`config.mk`:
```
export PLATFORM = sky130hd
export DESIGN_NAME = seg7_scan_driver
export DESIGN_NICKNAME = d
export VERILOG_FILES = /design/src/rtl/seg7_scan_driver.sv
export SDC_FILE = /design/constraint.sdc
export NUM_CORES = 1
export LEC_CHECK = 0
export ABC_AREA = 1
export BUFFER_PORTS_ARGS = -buffer_cell sky130_fd_sc_hd__buf_2
export CORE_MARGIN = 1
export CORE_UTILIZATION = 43
export CTS_BUF_LIST = sky130_fd_sc_hd__clkbuf_8
export DETAILED_ROUTE_END_ITERATION = 6
export SLEW_MARGIN = 20
export SYNTH_ARGS = -nofsm -noshare
export SYNTH_HDL_FRONTEND = slang
export SYNTH_SLANG_ARGS = --single-unit
```
`constraint.sdc`:
```
create_clock -name clk_osc -period 5.38 [get_ports clk_osc]
set_clock_uncertainty 0.2 [all_clocks]
set_input_delay 0.538 -clock clk_osc [delete_from_list [all_inputs] [get_ports clk_osc]]
set_output_delay 0.538 -clock clk_osc [all_outputs]
set_load 0.02 [all_outputs]
```
`src/rtl/seg7_scan_driver.sv`:
```
// Four-digit common-anode 7-segment scan driver: samples a BCD word once per frame and
// multiplexes it onto eSeg/anode with leading-zero blanking, per-digit blink and enable.
module seg7_scan_driver #(
  parameter int DIGIT_PERIOD = 12500,
  parameter int BLINK_PERIOD = 12500000
) (
  input  logic        clk_osc,
  input  logic        RESET,
  input  logic [15:0] num,
  input  logic        enable,
  input  logic        blank_lz,
  input  logic [3:0]  blink_mask,
  output logic [6:0]  eSeg,
  output logic [3:0]  anode,
  output logic [1:0]  digit_idx,
  output logic        frame_done
);

  localparam int TICK_W  = (DIGIT_PERIOD > 1) ? $clog2(DIGIT_PERIOD) : 1;
  localparam int BLINK_W = (BLINK_PERIOD > 1) ? $clog2(BLINK_PERIOD) : 1;
  localparam logic [TICK_W-1:0]  TICK_LAST  = TICK_W'(DIGIT_PERIOD - 1);
  localparam logic [BLINK_W-1:0] BLINK_LAST = BLINK_W'(BLINK_PERIOD - 1);

  logic [TICK_W-1:0]  tick_r;
  logic [1:0]         digit_r;
  logic [15:0]        shadow_r;
  logic               frame_done_r;
  logic [BLINK_W-1:0] blink_cnt_r;
  logic               blink_phase_r;
  logic [6:0]         eseg_r;
  logic [3:0]         anode_r;

  logic               tick_tc_s;
  logic               blink_tc_s;
  logic [3:0]         nibble_s;
  logic [3:0]         lz_blank_s;
  logic               digit_on_s;
  logic [6:0]         eseg_s;
  logic [3:0]         anode_s;

  // Active-low gfedcba pattern; non-BCD nibbles show a dash.
  function automatic logic [6:0] seg_decode(input logic [3:0] bcd);
    logic [6:0] seg;
    case (bcd)
      4'd0:    seg = 7'b1000000;
      4'd1:    seg = 7'b1111001;
      4'd2:    seg = 7'b0100100;
      4'd3:    seg = 7'b0110000;
      4'd4:    seg = 7'b0011001;
      4'd5:    seg = 7'b0010010;
      4'd6:    seg = 7'b0000010;
      4'd7:    seg = 7'b1111000;
      4'd8:    seg = 7'b0000000;
      4'd9:    seg = 7'b0010000;
      default: seg = 7'b0111111;
    endcase
    return seg;
  endfunction

  assign tick_tc_s  = (tick_r == TICK_LAST);
  assign blink_tc_s = (blink_cnt_r == BLINK_LAST);

  // Digit slot timer, digit sequencer and frame-boundary capture of num.
  always_ff @(posedge clk_osc) begin
    if (RESET) begin
      tick_r       <= '0;
      digit_r      <= 2'd0;
      shadow_r     <= 16'h0000;
      frame_done_r <= 1'b0;
    end else begin
      frame_done_r <= 1'b0;
      if (tick_tc_s) begin
        tick_r  <= '0;
        digit_r <= digit_r + 2'd1;
        if (digit_r == 2'd3) begin
          shadow_r     <= num;
          frame_done_r <= 1'b1;
        end
      end else begin
        tick_r <= tick_r + TICK_W'(1);
      end
    end
  end

  // Free-running blink phase generator.
  always_ff @(posedge clk_osc) begin
    if (RESET) begin
      blink_cnt_r   <= '0;
      blink_phase_r <= 1'b0;
    end else if (blink_tc_s) begin
      blink_cnt_r   <= '0;
      blink_phase_r <= ~blink_phase_r;
    end else begin
      blink_cnt_r <= blink_cnt_r + BLINK_W'(1);
    end
  end

  // Select the active nibble and decide whether its digit is lit.
  always_comb begin
    nibble_s   = 4'h0;
    lz_blank_s = 4'b0000;
    anode_s    = 4'b1111;
    eseg_s     = 7'b1111111;
    case (digit_r)
      2'd0:    nibble_s = shadow_r[3:0];
      2'd1:    nibble_s = shadow_r[7:4];
      2'd2:    nibble_s = shadow_r[11:8];
      2'd3:    nibble_s = shadow_r[15:12];
      default: nibble_s = 4'h0;
    endcase
    // A digit is a leading zero only if it and every digit to its left are zero.
    lz_blank_s[3] = blank_lz & (shadow_r[15:12] == 4'h0);
    lz_blank_s[2] = lz_blank_s[3] & (shadow_r[11:8] == 4'h0);
    lz_blank_s[1] = lz_blank_s[2] & (shadow_r[7:4] == 4'h0);
    lz_blank_s[0] = 1'b0;
    digit_on_s = enable & ~lz_blank_s[digit_r] & ~(blink_mask[digit_r] & blink_phase_r);
    if (digit_on_s) begin
      anode_s = ~(4'b0001 << digit_r);
      eseg_s  = seg_decode(nibble_s);
    end else begin
      anode_s = 4'b1111;
      eseg_s  = 7'b1111111;
    end
  end

  // Segment and anode lines update together from one register stage.
  always_ff @(posedge clk_osc) begin
    if (RESET) begin
      anode_r <= 4'b1111;
      eseg_r  <= 7'b1111111;
    end else begin
      anode_r <= anode_s;
      eseg_r  <= eseg_s;
    end
  end

  assign eSeg       = eseg_r;
  assign anode      = anode_r;
  assign digit_idx  = digit_r;
  assign frame_done = frame_done_r;

endmodule

```
==> run metrics <==
status finished, final reports clean; Setup TNS Final 0 ns; area of the multi-input gates 0.00182 sq mm; Synth async-reset ratio 0%; layout cell share with drive strength beyond 1 13.0%; Die Span X 91.7 um; Via Count 3,039; fin crit period 2.49 ns; share of the synthesized area in the top cell type 39.9%; vias in the first global route 2,732; Post-DRT Antenna Nets 0; IO Port Bufs 37; Total Routing Usage GR 18.9%; Post-Syn Area 0.00346 sq mm; hpwl dp 5.27 mm; DRT Pass-1 Iters 4; Synth Warn # 0; clock sink count 69; Final Routed Wirelength 7.22 mm; Tot Pwr 0.00108 W; routability cong. 0.830; GR met3 Demand/Resource 3.48%; Die Ht 91.7 um; synth unique cells 31; initial core utilization 44.5%; final hold viol count 0; Fmax 402 MHz; final setup violation count 0; Synth area leaders dfxtp_1 40%, nand2_1 18%, nor2_1 12%; Slew HR 52.3%; CP Data Arrival Time 2.53 ns; TritonCTS clock tree yes; Leak Pwr 1.69 nW; Slew Viols, Final 0; fillers 812; synthesis-stage register bit count 69; Worst-path clk slew 0.08 ns; CTS root buf clkbuf_8; dominant cell type by area after synthesis dfxtp_1; syn nets 544; DRT iter0 DRCs 123; worst path bufs/invs 4; synthesized instance count 510; Setup CP Type flip-flop to flip-flop; slowest stage delay, CP 0.48 ns; pwr dens 275 mW/mm^2; htree depth 3; ant diodes 0; initial antenna violation count 0; Req. time, crit path 5.42 ns; gr busiest metal met2; RSZ-0062 raised after global routing no; Post-synth EDFFs 0; first-pass GRT wire length 12.4 mm; post_cts resized 0; Setup Fix Bufs, Post-CTS 0; CP delay by family, top compound AO/OA/AOI/OAI gates; Placed Instance Area 0.00370 sq mm; Sequential Area 0.00138 sq mm; Final Cell Area 0.00393 sq mm; routed len/inst 11.0 um; Final nets 584; Worst Path Max Fanout 9; vias per inst 4.63; M2 GR Usage 27.6%; # hold bufs at CTS 0; Area growth syn-to-layout 13.6%; Die ar. 0.00841 sq mm; most numerous cell in the Yosys netlist nand2_1; Peak VDD IR 113 uV; Mean Syn Cell Area 6.78 sq um; slowest stage cell, crit path dfxtp_1; Final Util 50.6%; Tcrit/Tclk final 46.2%; crit end category flip-flop; Seq/Total Area, Yosys 39.9%; critical path cell sequence inv_1, ha_1, inv_2, nand2_1, o21ai_1, inv_1, ha_1, o21ai_0, inv_1, nand2_1, nand2_1; largest net degree at the start of global routing 34; core area 0.00777 sq mm; clk buf depth 2; IO Count 38; # rows 32; drc violations 0; clk_lat worst skew 0.36 ns; crit path launch type flip-flop; Worst-Margin Slew 0.715 ns; top post-synthesis cells by count 163 x nand2_1, 106 x nor2_1, 69 x dfxtp_1, 48 x inv_1, 25 x nand3_1; CTS buffer count 9; GRT Residual Overflow 0; prevailing post-synth register cell dfxtp_1; Max Cap Viol 0; Hold WC Path Type input port to flip-flop; grt met1 use 26.6%
## final timing paths
path         cells after the start          to  slack (ns)    startpoint
max                             11     eSeg[5]        2.89  digit_idx[0]
min                              2  frame_done        0.17         RESET
max reg2reg                     11     eSeg[5]        2.89  digit_idx[0]
min reg2reg                      1   tick_r[0]        0.25     tick_r[0]
## metrics by stage
| step | setup slack (ns) | instances | hold slack, ns |
|---|---|---|---|
| 4_1_cts | 2.89 | 657 | 0.155 |
| 3_5_place_dp | 2.91 | 641 | 0.242 |
| 3_3_place_gp | 2.99 | 641 | 0.231 |
| 5_1_grt | 2.53 | 657 | 0.157 |
| 6_report | 2.89 | 657 | 0.172 |
| 2_1_floorplan | 3.02 | 510 | 0.217 |
## layout make-up
cell class                 instances  area share (%)
timing repair buffer              37            4.71
tap                              102            3.25
inverter                          51            4.87
multi-input combinational        382            46.3
clock inverter                     6            2.20
clock buffer                      10            3.50
sequential                        69            35.2
## report_power, final
| group | leakage, nW | internal, W | switching, W |
|---|---|---|---|
| clock network | 0.112 | 0.000273 | 0.000206 |
| registers | 0.559 | 0.000520 | 0.00000547 |
| logic | 1.01 | 0.0000276 | 0.0000498 |
## metal layers
| layer | vias up | wire length [um] |
|---|---|---|
| li1 | 1659 | - |
| met1 | 1319 | 3920 |
| met2 | 51 | 2930 |
| met3 | 10 | 227 |
| met4 | 0 | 135 |
| met5 | - | 0 |
## kinds of logic after synthesis
logic type | share of synthesized area (%)
simple gates | 40.2
flops | 39.9
buf+inv | 7.49
compound gates | 4.74
xor+xnor | 4.05
fa+ha+maj | 3.62
## state kept, by name, indices dropped and copies added (netlist names)
register       flops
anode              4
blink_cnt_r       24
blink_phase_r      1
digit_idx          2
eSeg               7
frame_done         1
shadow_r          16
tick_r            14
## cell usage in the layout, fill, tap and decap left out
cell type | Yosys | layout
inv_2 | 3 | 3
o21bai_1 | 5 | 5
nor3_4 | 1 | 1
nor2_4 | 2 | 2
nand3_1 | 25 | 25
nand2_1 | 163 | 163
nand3b_1 | 4 | 4
o21ai_0 | 5 | 5
nor2_2 | 3 | 3
or2_2 | 1 | 1
o21ai_2 | 1 | 1
clkinvlp_4 | 0 | 1
nand3b_2 | 1 | 1
clkinv_2 | 0 | 2
nor2_1 | 106 | 106
a21oi_1 | 15 | 15
nand2_2 | 3 | 3
o211ai_1 | 1 | 1
xor2_1 | 9 | 9
nand3_4 | 1 | 1
bufinv_16 | 0 | 2
clkinv_4 | 0 | 1
buf_2 | 3 | 37
dfxtp_1 | 69 | 69
nor3_1 | 4 | 4
xnor2_1 | 7 | 7
nand4_1 | 9 | 9
inv_1 | 48 | 48
o21ai_1 | 2 | 2
clkbuf_8 | 0 | 10
or2_0 | 1 | 1
nand3_2 | 2 | 2
nor3_2 | 1 | 1
ha_1 | 10 | 10
Power figures use the tool's default switching activity.
